$ cat src/rtl/rat_int_ctrl_if.sv
// rat_int_ctrl_if : port-bus and interrupt handshake bundle between the RAT CPU
// (plus its peripheral IRQ lines) and the rat_int_ctrl interrupt controller.
//
// Signals:
//   IRQ      peripheral interrupt requests, active-high, NUM_CH wide
//   IO_STRB  CPU output strobe, one cycle per OUT instruction
//   PORT_ID  CPU port address
//   OUT_PORT CPU write data
//   RD_DATA  controller read data for the IN_PORT mux (combinational from PORT_ID)
//   RD_HIT   PORT_ID lies inside the controller register window
//   INT      registered interrupt request to the CPU
//   INT_ACK  one-cycle pulse from the CPU when it enters its interrupt cycle
//
// Modports: master = CPU / peripheral side, slave = controller side.
interface rat_int_ctrl_if #(
   parameter int NUM_CH = 8
);
   logic [NUM_CH-1:0] IRQ;
   logic              IO_STRB;
   logic [7:0]        PORT_ID;
   logic [7:0]        OUT_PORT;
   logic [7:0]        RD_DATA;
   logic              RD_HIT;
   logic              INT;
   logic              INT_ACK;

   modport master (
      output IRQ, IO_STRB, PORT_ID, OUT_PORT, INT_ACK,
      input  RD_DATA, RD_HIT, INT
   );

   modport slave (
      input  IRQ, IO_STRB, PORT_ID, OUT_PORT, INT_ACK,
      output RD_DATA, RD_HIT, INT
   );
endinterface

$ cat src/rtl/rat_int_ctrl.sv
// rat_int_ctrl : NUM_CH-source prioritised, maskable interrupt controller for the
// RAT CPU. Channel 0 has the highest priority. Configured and serviced through a
// 4-register port window at BASE_ID..BASE_ID+3:
//   +0 MASK  r/w  bit n enables channel n
//   +1 MODE  r/w  bit n = 1 edge mode, 0 level mode
//   +2 PEND  r    write-1-to-clear on edge channels only
//   +3 VEC   r    captured vector; any write is end-of-interrupt (EOI)
//
// Ports:
//   CLK    system clock
//   RESET  synchronous, active-high; clears every register including mid-service
//   bus    rat_int_ctrl_if.slave (IRQ, IO_STRB, PORT_ID, OUT_PORT, INT_ACK in;
//          RD_DATA, RD_HIT, INT out)
//
// Build option: define RAT_INT_SYNC_EN to pass IRQ through a 2-flop synchroniser
// (request-to-INT latency 4 cycles, IRQ may be asynchronous). Without it IRQ must
// be synchronous to CLK and the latency is 2 cycles.
module rat_int_ctrl #(
   parameter int         NUM_CH  = 8,
   parameter logic [7:0] BASE_ID = 8'hF0
) (
   input logic           CLK,
   input logic           RESET,
   rat_int_ctrl_if.slave bus
);

   typedef enum logic [1:0] {
      S_IDLE    = 2'd0,
      S_ASSERT  = 2'd1,
      S_SERVICE = 2'd2
   } state_t;

   // Bits at or above NUM_CH are held at zero everywhere.
   localparam logic [7:0] CH_MASK = 8'((9'd1 << NUM_CH) - 9'd1);

   logic [7:0] mask_q, mask_d;
   logic [7:0] mode_q, mode_d;
   logic [7:0] pend_q, pend_d;
   logic [7:0] vec_q,  vec_d;
   logic [7:0] irq_q,  irq_d;
   state_t     state_q, state_d;
   logic       int_q,   int_d;

   logic [7:0] irq_in;
   logic [7:0] offset;
   logic       hit;
   logic       wr_mask, wr_mode, wr_pend, wr_vec;
   logic [7:0] w1c;
   logic [7:0] edge_set;
   logic [7:0] act;
   logic [2:0] sel;
   logic [7:0] ack_clr;
   logic       ack_take;

`ifdef RAT_INT_SYNC_EN
   logic [7:0] sync1_q, sync2_q;
   assign irq_in = sync2_q;
`else
   assign irq_in = 8'(bus.IRQ) & CH_MASK;
`endif

   // Modular offset keeps the window correct even if it wraps past 8'hFF.
   assign offset  = bus.PORT_ID - BASE_ID;
   assign hit     = (offset[7:2] == 6'd0);
   assign wr_mask = bus.IO_STRB && hit && (offset[1:0] == 2'd0);
   assign wr_mode = bus.IO_STRB && hit && (offset[1:0] == 2'd1);
   assign wr_pend = bus.IO_STRB && hit && (offset[1:0] == 2'd2);
   assign wr_vec  = bus.IO_STRB && hit && (offset[1:0] == 2'd3);

   always_comb begin
      mask_d   = wr_mask ? (bus.OUT_PORT & CH_MASK) : mask_q;
      mode_d   = wr_mode ? (bus.OUT_PORT & CH_MASK) : mode_q;
      w1c      = wr_pend ? (bus.OUT_PORT & mode_q & CH_MASK) : 8'h00;
      edge_set = irq_in & ~irq_q & mode_q;
      irq_d    = irq_in;

      // A MASK write or W1C landing in this cycle already counts for arbitration,
      // so masking in the same cycle as INT_ACK yields a spurious vector.
      act = pend_q & ~w1c & mask_d;

      sel = 3'd0;
      for (int i = NUM_CH - 1; i >= 0; i--) begin
         if (act[i]) sel = 3'(i);
      end

      ack_take = (state_q == S_ASSERT) && bus.INT_ACK && (act != 8'h00);
      ack_clr  = 8'h00;
      if (ack_take && mode_q[sel]) ack_clr[sel] = 1'b1;

      // Edge channels latch until cleared (a new edge beats a clear); level
      // channels simply follow the registered request.
      pend_d = ((mode_q & ((pend_q & ~w1c & ~ack_clr) | edge_set)) |
                (~mode_q & irq_in)) & CH_MASK;

      state_d = state_q;
      vec_d   = vec_q;
      case (state_q)
         S_IDLE: begin
            if (act != 8'h00) state_d = S_ASSERT;
         end
         S_ASSERT: begin
            if (bus.INT_ACK) begin
               vec_d   = ack_take ? {5'd0, sel} : 8'hFF;
               state_d = ack_take ? S_SERVICE : S_IDLE;
            end else if (act == 8'h00) begin
               state_d = S_IDLE;
            end
         end
         S_SERVICE: begin
            if (wr_vec) state_d = S_IDLE;
         end
         default: state_d = S_IDLE;
      endcase

      int_d = (state_d == S_ASSERT);
   end

   always_ff @(posedge CLK) begin
      if (RESET) begin
         mask_q  <= 8'h00;
         mode_q  <= 8'h00;
         pend_q  <= 8'h00;
         vec_q   <= 8'hFF;
         irq_q   <= 8'h00;
         state_q <= S_IDLE;
         int_q   <= 1'b0;
`ifdef RAT_INT_SYNC_EN
         sync1_q <= 8'h00;
         sync2_q <= 8'h00;
`endif
      end else begin
         mask_q  <= mask_d;
         mode_q  <= mode_d;
         pend_q  <= pend_d;
         vec_q   <= vec_d;
         irq_q   <= irq_d;
         state_q <= state_d;
         int_q   <= int_d;
`ifdef RAT_INT_SYNC_EN
         sync1_q <= 8'(bus.IRQ) & CH_MASK;
         sync2_q <= sync1_q;
`endif
      end
   end

   always_comb begin
      bus.RD_DATA = 8'h00;
      if (hit) begin
         case (offset[1:0])
            2'd0:    bus.RD_DATA = mask_q;
            2'd1:    bus.RD_DATA = mode_q;
            2'd2:    bus.RD_DATA = pend_q;
            default: bus.RD_DATA = vec_q;
         endcase
      end
   end

   assign bus.RD_HIT = hit;
   assign bus.INT    = int_q;

endmodule

$ cat src/flat_wrapper.sv
// flat-port wrapper written by rule: the top's interface ports become plain ports
module rat_int_ctrl_flat 
#(
   parameter int         NUM_CH  = 8,
   parameter logic [7:0] BASE_ID = 8'hF0
)
  (CLK, RESET, bus_IRQ, bus_IO_STRB, bus_PORT_ID, bus_OUT_PORT, bus_INT_ACK, bus_RD_DATA, bus_RD_HIT, bus_INT);
  rat_int_ctrl_if #(.NUM_CH(NUM_CH)) bus_i ();
  input logic CLK;
  input logic RESET;
  input wire logic [$bits(bus_i.IRQ)-1:0] bus_IRQ;
  input wire logic [$bits(bus_i.IO_STRB)-1:0] bus_IO_STRB;
  input wire logic [$bits(bus_i.PORT_ID)-1:0] bus_PORT_ID;
  input wire logic [$bits(bus_i.OUT_PORT)-1:0] bus_OUT_PORT;
  input wire logic [$bits(bus_i.INT_ACK)-1:0] bus_INT_ACK;
  output wire logic [$bits(bus_i.RD_DATA)-1:0] bus_RD_DATA;
  output wire logic [$bits(bus_i.RD_HIT)-1:0] bus_RD_HIT;
  output wire logic [$bits(bus_i.INT)-1:0] bus_INT;
  assign bus_i.IRQ = bus_IRQ;
  assign bus_i.IO_STRB = bus_IO_STRB;
  assign bus_i.PORT_ID = bus_PORT_ID;
  assign bus_i.OUT_PORT = bus_OUT_PORT;
  assign bus_i.INT_ACK = bus_INT_ACK;
  assign bus_RD_DATA = bus_i.RD_DATA;
  assign bus_RD_HIT = bus_i.RD_HIT;
  assign bus_INT = bus_i.INT;
  rat_int_ctrl #(.NUM_CH(NUM_CH), .BASE_ID(BASE_ID)) u_core (.CLK(CLK), .RESET(RESET), .bus(bus_i));
endmodule
$ cat config.mk
export PLATFORM = sky130hd
export DESIGN_NAME = rat_int_ctrl_flat
export DESIGN_NICKNAME = d
export VERILOG_FILES = /design/src/rtl/rat_int_ctrl_if.sv /design/src/rtl/rat_int_ctrl.sv /design/src/flat_wrapper.sv
export SDC_FILE = /design/constraint.sdc
export NUM_CORES = 1
export LEC_CHECK = 0
export CELL_PAD_IN_SITES_DETAIL_PLACEMENT = 1
export CELL_PAD_IN_SITES_GLOBAL_PLACEMENT = 1
export CORE_MARGIN = 4
export CORE_UTILIZATION = 35
export CTS_BUF_LIST = sky130_fd_sc_hd__clkbuf_2 sky130_fd_sc_hd__clkbuf_4 sky130_fd_sc_hd__clkbuf_8
export DETAILED_ROUTE_END_ITERATION = 6
export PLACE_DENSITY = 0.76
export SYNTH_ARGS = -nofsm -noshare
export SYNTH_HDL_FRONTEND = slang
export SYNTH_SLANG_ARGS = --single-unit
$ cat constraint.sdc
create_clock -name CLK -period 3.6 [get_ports CLK]
set_input_delay 0.72 -clock CLK [delete_from_list [all_inputs] [get_ports CLK]]
set_output_delay 0.72 -clock CLK [all_outputs]
set_load 0.05 [all_outputs]
==> metrics.md <==
| Metric | Value |
|---|---|
| Worst path cell trace | `clkdlybuf4s50_1 > buf_12 > nand2_1 > o21ai_0 > nor2_1 > buf_4` |
| FP Rows | `28` |
| Achievable Freq | `around 300 MHz` |
| DRC | `0` |
| Htree depth | `2` |
| Cell leakage power | `~1.2 nW` |
| Unrepaired setup endpoints after global routing | `false` |
| Drt total wl | `about 7.5 mm` |
| Clock skew | `about 6.3 ps` |
| Final hold vios | `0` |
| Slew Viols, Final | `0` |
| Worst Path Max Fanout | `21` |
| Post-route minimum period | `between 3000 and 4000 ps` |
| Post-Syn Area | `roughly 2200 um2` |
| Antenna Nets Post-Route | `0` |
| N_diodes | `0` |
| Main synth FF type | `dfxtp_1` |
| PD cells | `around 320 nW/um2` |
| CP max stage delay | `~640 ps` |
| Die Area | `between 7000 and 8000 um2` |
| Crit Path Class | `primary input to output port` |
| Via density | `5.85` |
| Drt initial violations | `roughly 110` |
| Root Buffer | `clkbuf_8` |
| Filler instances | `734` |
| Arrival time worst endpoint | `about 2600 ps` |
| Worst slew margin | `0.456` |
| Post-Route Setup TNS | `0 ps` |
| Total CTS buffers | `5` |
| Top cells by count, synth | `39 x dfxtp_1, 31 x nand2_1, 27 x nor2_1` |
| TritonCTS clock tree | `done` |
| Total of warnings raised by yosys | `0` |
| Post-synth top area cell | `dfxtp_1` |
| Status | `finished, final reports clean` |
| Multi-input logic area | `approximately 1400 um2` |
| PostCTS Resize Cnt | `0` |
| Max clock buf depth | `2` |
| Crit-path slowest cell | `o21ai_0` |
| Drt pass-1 iters | `4` |
| Synth async-reset ratio | `0` |
| Post-Layout Cell Count | `around 390` |
| Crit end category | `output port` |
| Register area | `around 800 um2` |
| Port bufs | `37` |
| DP HPWL | `5.59 mm` |
| Final Core Density | `0.484` |
| Die Ht | `87.9 um` |
| Gp weighted congestion | `around 0.89` |
| Post-synthesis cell count | `256` |
| Delay-heaviest family, CP | `buffers and inverters` |
| Gr usage total | `0.204` |
| Fin crit share | `0.934` |
| Synth area leaders | `dfxtp_1 35%, nand2_1 5.2%, mux2i_1 4.9%` |
| #FFs+latches synth | `39` |
| Clk slew on worst S/H paths | `about 80 ps` |
| Maximum Capacitance Violations | `0` |
| Initial core utilization | `0.368` |
| Vias in the first global route | `2,373` |
| Routed wire length per instance | `between 15 and 20 um` |
| Worst-margin pin slew | `807 ps` |
| Yosys top cell area share | `0.350` |
| Worst min-delay path class | `flip-flop to flip-flop` |
| Post-CTS Hold Buffers | `0` |
| Core Area | `a little over 6000 um2` |
| Post-placement cell count | `380` |
| CTS sink count | `39` |
| Syn Nets | `roughly 280` |
| Register area share after synthesis | `0.350` |
| Clk Latency, worst-skew pair | `300 ps` |
| Global route overflow | `0` |
| Critical Path Source Type | `primary input` |
| First-pass GRT wire length | `around 12 mm` |
| I/O pins | `38` |
| Initial antenna violation count | `0` |
| Critical path required time | `2880 ps` |
| Die Span X | `just under 90 um` |
| P&R area growth vs syn | `31.3%` |
| Largest net degree at the start of global routing | `22` |
| WP buf/inv | `3` |
| Mean post-synth cell area | `between 8 and 9 um2` |
| Setup Fix Bufs, Post-CTS | `0` |
| Hold Slack | `479 ps` |
| Peak VDD IR | `167 uV` |
| Layout cells sized above 1 | `0.211` |
| Routed via count | `~2,300` |
| Top-count cell post-synth | `dfxtp_1` |
| Nets | `340` |
| Final setup viols | `0` |
| EDFF count, synth | `0` |
| Synth cell types | `55` |
## cell type report
| type | instances | area share |
|---|---|---|
| clock buffer | 6 | 0.0282 |
| multi-input combinational | 198 | 0.471 |
| tap | 75 | 0.0320 |
| sequential | 39 | 0.266 |
| timing repair buffer | 59 | 0.179 |
| clock inverter | 2 | 0.0120 |
| inverter | 9 | 0.0115 |
## worst reg2reg max path, stage by stage, from the launching register on
cell,delay (ps)
dfxtp_1,400
nand4_1,100
o41ai_1,460
a21oi_1,180
nor2_2,250
nand2_1,140
or3_1,370
nor3_1,180
o21ai_1,80
## per-stage QoR
stage / total power [mW] / cell area, um2 / worst slack, ps
6_report: 0.948 / 2930 / 239
3_5_place_dp: 0.561 / 2810 / 4.74
2_1_floorplan: 0.497 / 2230 / 280
4_1_cts: 0.952 / 2930 / 198
3_3_place_gp: 0.558 / 2810 / 121
5_1_grt: 0.977 / 2930 / 64.3
## layer usage
layer | vias to the layer above | global-route usage | part of all wire
met3 | 15 | 0.0433 | 0.079
met1 | 1110 | 0.261 | 0.42
li1 | 1072 | - | -
met2 | 71 | 0.334 | 0.49
met4 | 0 | 0.0809 | 0.018
met5 | - | 0 | 0
## final timing paths
kind	start	end	slack, ps	cells after the start
worst max register to register	u_core.mode_q[2]$_SDFFE_PP0P_	u_core.pend_q[4]$_SDFF_PP0_	1330	8
worst min register to register	u_core.irq_q[7]$_SDFF_PP0_	u_core.pend_q[7]$_SDFF_PP0_	480	3
worst max-delay path	bus_PORT_ID[1]	bus_RD_DATA[7]	240	6
worst min-delay path	u_core.irq_q[7]$_SDFF_PP0_	u_core.pend_q[7]$_SDFF_PP0_	480	3
## cells by family (layout without fill, tap and decap cells)
logic type             Yosys count  in the layout  share of synthesized area
and+or+nand+nor                109            109                      0.252
AOI/OAI and AO/OA               68             68                      0.248
DFF                             39             39                      0.350
muxes                           21             21                      0.118
buffers and inverters           19             76                     0.0325
## registers in the layout, indices dropped and copies added, names as in the netlist
name,cells
u_core.bus.INT,1
u_core.mode_q,8
u_core.pend_q,8
u_core.mask_q,8
u_core.state_q,2
u_core.irq_q,8
u_core.vec_q,4
## power by group
group | total (mW) | internal [mW] | leakage [nW] | switching [mW]
Combinational | 0.103 | 0.0514 | 0.777 | 0.0518
Clock | 0.396 | 0.225 | 0.0612 | 0.172
Sequential | 0.448 | 0.441 | 0.319 | 0.00730
Total | 0.948 | 0.717 | 1.16 | 0.231
## cell usage in the layout, fill, tap and decap left out, types with 6 or more instances in the layout
cell / instances
a21oi_1: 9
dfxtp_1: 39
nor2b_1: 10
nand4_1: 9
a211o_1: 6
mux2i_1: 11
buf_4: 30
nor2_1: 27
inv_1: 9
clkbuf_8: 6
clkdlybuf4s50_1: 28
nand2_1: 31
Power figures use the tool's default switching activity.
==> patch 1 (same flow settings) <==
Add a define of `RAT_INT_SYNC_EN`.
--- a/src/rtl/rat_int_ctrl.sv
+++ b/src/rtl/rat_int_ctrl.sv
@@ -17,2 +17,4 @@
 // be synchronous to CLK and the latency is 2 cycles.
+`define RAT_INT_SYNC_EN
+
 module rat_int_ctrl #(
Check against the original RTL: not equivalent (Yosys sat finds a counterexample within 4 cycles, from zero or initial values and one cycle with RESET high).
==> patch 1 against the unedited design <==
Cell area grew 14%. Worst setup slack gained 69 ps. Routed wire length shrank 2.6%. Fmax grew 2.1%. Sequential share of layout area grew 6.4 points. Power grew 13%. Register-to-register slack gained 80 ps. Hold slack lost 32 ps. Synthesized area grew 18%. Count of clock-buffer cells in the layout is the same. Sequential cell count grew 16. Die area grew 16%. Critical path type unchanged. Largest cell class unchanged.
==> patch 1: results (changes against the unedited design) <==
* Cell area reported after detailed placement: 3248 sq um (+15%)
- The total vias in the final route came to 2343 (+3.3%).
* Net count, final: 359 (+5.6%)
- The initial antenna violation count is 0 (unchanged).
- The global-route wire length before repair was 12030 microns (-1.8%).
- Worst IR Drop VDD: 0.1450 mV (-13%)
* Total setup buffers inserted after CTS: 0 (unchanged)
- On the critical path, the stage with the largest delay is an instance of sky130_fd_sc_hd__o21ai_0.
- # fillers: 874 (+19%)
- The switching power share of the total came to 23.48% (-0.86 points).
* Count of unique library cells instantiated by Yosys: 56 (+1.8%)
* Syn avg cell area: 9.261 sq um (+6.1%)
* Top cells by area in the synthesized netlist: sky130_fd_sc_hd__dfxtp_1 (42%), sky130_fd_sc_hd__nor2b_1 (5.7%), sky130_fd_sc_hd__nor2_1 (4.1%), sky130_fd_sc_hd__mux2i_1 (3.8%), sky130_fd_sc_hd__nand2_1 (3.6%)
- H-Tree Level Count: 2 (unchanged)
- Number of instances resized during post-cts repair: 0 (unchanged)
- Commonest cells in the synthesized netlist: sky130_fd_sc_hd__dfxtp_1 (55), sky130_fd_sc_hd__nor2_1 (29), sky130_fd_sc_hd__nand2_1 (25)
- Family of cells with the greatest summed delay on the critical path: buffers and inverters
- DP Cell Count: 423 (+11%)
- Syn nets: 312 (+9.9%)
- The DRC violations left was 0 (unchanged).
* DP Wirelength: 5603 microns (+0.16%)
- The portion of the post-synthesis area used by sequential elements was 41.86% (+6.9 points).
- The actual transition at the worst max-transition pin is 808.6 ps (+1.676 ps).
* Worst Path Arrival: 2570 ps (-70 ps)
* Leakage: 1.209 nW (+4.5%)
* Run status: finished, final reports clean
- Clock buffer count from CTS: 5 (unchanged)
* Via count of the first global-routing pass: 2399 (+1.1%)
* Final weighted congestion in routability-driven placement: 0.8760 (-1.1%)
- The share of async-settable or async-resettable flops after synthesis is 0% (unchanged).
- Share of cells above drive strength 1: 16.27% (-4.8 points)
- Starting DRC count in detailed routing: 122 (+8.9%)
* CP max stage delay: between 600 and 700 ps
* Vias per Instance: 5.436 (-7.0%)
* Hold WC Path Type: reg2reg
* Footprint of the multi-input gates: 1454 sq um (+5.3%)
- The maximum number of pins on one net before global-route repair came to 26 (+18%).
* Setup skew after layout: 6.751 ps (+0.4452 ps)
* Placement Setup Slack: 105.0 ps (+100.3 ps)
- The wire length reported by the detailed router came to 7270 microns (-2.6%).
- Total Routing Usage GR: 17.00% (-3.4 points)
- The maximum net fanout on the critical path is 6 (-71%).
patch 1: layout make-up:
type / instances / area share [%]
clock buffers: 6 / 2.287
repair buffers: 53 / 16.27
multi-input cells: 209 / 43.57
inverters: 7 / 0.7874
well taps: 99 / 3.712
flip-flops and latches: 55 / 33.00
clock inverters: 2 / 0.3750
patch 1: worst paths after layout:
path / start / end / slack, ps / cells after the start
worst max-delay path: bus_PORT_ID[0] / bus_RD_DATA[7] / 310 / 6
worst min-delay path: u_core.sync1_q[3]$_SDFF_PP0_ / u_core.irq_d[3]$_SDFF_PP0_ / 450 / 1
worst max register to register: u_core.mode_q[4]$_SDFFE_PP0P_ / u_core.pend_q[4]$_SDFF_PP0_ / 1410 / 8
worst min register to register: u_core.sync1_q[3]$_SDFF_PP0_ / u_core.irq_d[3]$_SDFF_PP0_ / 450 / 1
patch 1: power groups by stage:
stage	logic (mW)	registers [mW]	clock network (mW)
2_1_floorplan	0.0422	0.639	0
5_1_grt	0.107	0.628	0.377
6_report	0.0985	0.626	0.343
4_1_cts	0.0993	0.626	0.356
3_3_place_gp	0.0963	0.640	0
3_5_place_dp	0.0990	0.640	0
patch 1: logic make-up (layout without fill, tap and decap cells):
kind of cell	Yosys count	count (layout)	synth area share, %
compound gates	70	70	21.65
simple gates	121	121	25.02
buf+inv	20	68	2.950
flops	55	55	41.87
mux	18	18	8.516
patch 1: routing by layer:
| layer | share of wire, % | track usage [%] |
|---|---|---|
| met1 | 48 | 22.89 |
| met2 | 46 | 27.95 |
| met3 | 5.2 | 3.426 |
| met4 | 0.88 | 3.966 |
| met5 | 0 | 0 |
==> patch 2 (config.mk and constraints unchanged) <==
Made on the original files. Re-encode `state_t` (3 states) as one-hot, 3 bits wide.
--- a/src/rtl/rat_int_ctrl.sv
+++ b/src/rtl/rat_int_ctrl.sv
@@ -26,6 +26,6 @@
 
-   typedef enum logic [1:0] {
-      S_IDLE    = 2'd0,
-      S_ASSERT  = 2'd1,
-      S_SERVICE = 2'd2
+   typedef enum logic [2:0] {
+      S_IDLE    = 3'b001,
+      S_ASSERT  = 3'b010,
+      S_SERVICE = 3'b100
    } state_t;
Function: no difference found for any inputs over 4 cycles, from zero or initial values and one cycle with RESET high; so few cycles prove little.
==> patch 2 against the unedited design <==
First-iteration DRC count decreased by 14%. Sequential cell count increased by 1. Synthesized cell count decreased by 1.2%. Fmax increased by 2.8%. Cell area increased by 1.7%. Sequential share of layout area increased by 0.21 points. Global-route usage decreased by 0.35 points. Register-to-register slack about the same. Power increased by 3.5%. Worst setup slack improved by 92 ps. Sequential power increased by 2%. Synthesized area increased by 1.6%. Critical path depth increased by 1. Routed wire length decreased by 1.2%. Critical endpoint is now bus_RD_DATA[3]. Largest power group unchanged. Highest routed layer unchanged.
==> patch 2: results (changes against the unedited design) <==
- The weighted congestion reported at the end of routability-driven placement was 0.9043 (+2.1%).
- Worst Path Arrival: 2550 ps (-90 ps)
- The final period demand of the worst path was 3269 ps (-91.66 ps).
- The share of final-layout standard cells stronger than drive strength 1 came to 21.12% (+0.036 points).
- The flow ran to the end, and the final reports show no timing, DRC or antenna violations.
- Startpoint of the worst register-to-register path: u_core.mode_q[6]$_SDFFE_PP0P_
* Worst hold path stage count: 1 (-2)
- Cell area reported after detailed placement: 2856 sq um (+1.5%)
- Via count of the first global-routing pass: 2311 (-2.6%)
* Global Route met3 Usage: 3.818% (-0.51 points)
- Fraction of synthesized area in multiplexers: 7.663% (-4.2 points)
- The number of distinct library cell variants in the gate-level netlist after synthesis is 52 (-5.5%).
- Tracing the worst setup path back leads to its startpoint at bus_PORT_ID[3].
- Commonest cells in the synthesized netlist: sky130_fd_sc_hd__dfxtp_1 (40), sky130_fd_sc_hd__nor2_1 (30), sky130_fd_sc_hd__nand2_1 (19)
- Leakage: 1.038 nW (-10%)
- The routed length on met2 was 3644 microns (+0.55%).
* # fillers: 747 (+1.8%)
- For this design, the slowest cell found on the critical path is sky130_fd_sc_hd__or2_2.
- Hold wc startpoint: u_core.vec_q[1]$_SDFFE_PP1P_
* Net count, final: 330 (-2.9%)
* Top cells by area in the synthesized netlist: sky130_fd_sc_hd__dfxtp_1 (35%), sky130_fd_sc_hd__o41ai_2 (5.0%), sky130_fd_sc_hd__nor2_1 (5.0%), sky130_fd_sc_hd__a21oi_1 (3.3%), sky130_fd_sc_hd__nand2_1 (3.1%)
- Syn nets: 281 (-1.1%)
* Minimum hold slack: 477.2 ps (-1.800 ps)
- M1 wire length: 3196 microns (+2.5%)
- CP max stage delay: 440 ps (-200 ps)
- The worst-case setup slack after placement was 76.62 ps (+71.89 ps).
- The maximum net fanout on the critical path was 9 (-57%).
* GR Util met1: 24.77% (-1.4 points)
* Switching power share of the total: 23.09% (-1.2 points)
* Sequential element share of the synthesized area: 35.28% (+0.32 points)
- The maximum number of pins on one net before global-route repair is 41 (+86%).
- Grouping stages by cell kind, the critical path spends the most delay in simple AND/OR/NAND/NOR gates.
- Vias per Instance: 5.766 (-1.4%)
- The worst register-to-register path ends at u_core.state_q[2]$_SDFF_PP0_.
- Worst slew pin tran: 812.8 ps (+5.870 ps)
- The global-route wire length before repair is 11820 microns (-3.5%).
- Following the worst setup path forward leads to its endpoint at bus_RD_DATA[3].
* DP Wirelength: 5532 microns (-1.1%)
- Starting DRC count in detailed routing: 96 (-14%)
-- patch 2: power by group through the flow --
stage | Sequential [mW] | Clock (mW) | Combinational [mW]
after floorplan | 0.466 | 0 | 0.0533
after global placement | 0.467 | 0 | 0.113
after detailed placement | 0.468 | 0 | 0.115
after CTS | 0.457 | 0.412 | 0.115
after global routing | 0.458 | 0.432 | 0.124
final | 0.457 | 0.408 | 0.115
-- patch 2: cell type report --
class,instances,area [sq um],area share (%)
inverter,6,22.52,0.7550
tap,77,96.34,3.230
multi-input combinational,192,1376,46.14
clock inverter,1,30.03,1.007
clock buffer,7,96.34,3.230
timing repair buffer,57,560.5,18.79
sequential,40,800.8,26.85
-- patch 2: metrics by stage --
| stage | cells | TNS [ps] |
|---|---|---|
| after floorplan | 253 | -919.4 |
| after global placement | 372 | 0 |
| after detailed placement | 372 | 0 |
| after CTS | 380 | 0 |
| after global routing | 380 | 0 |
| final | 380 | 0 |
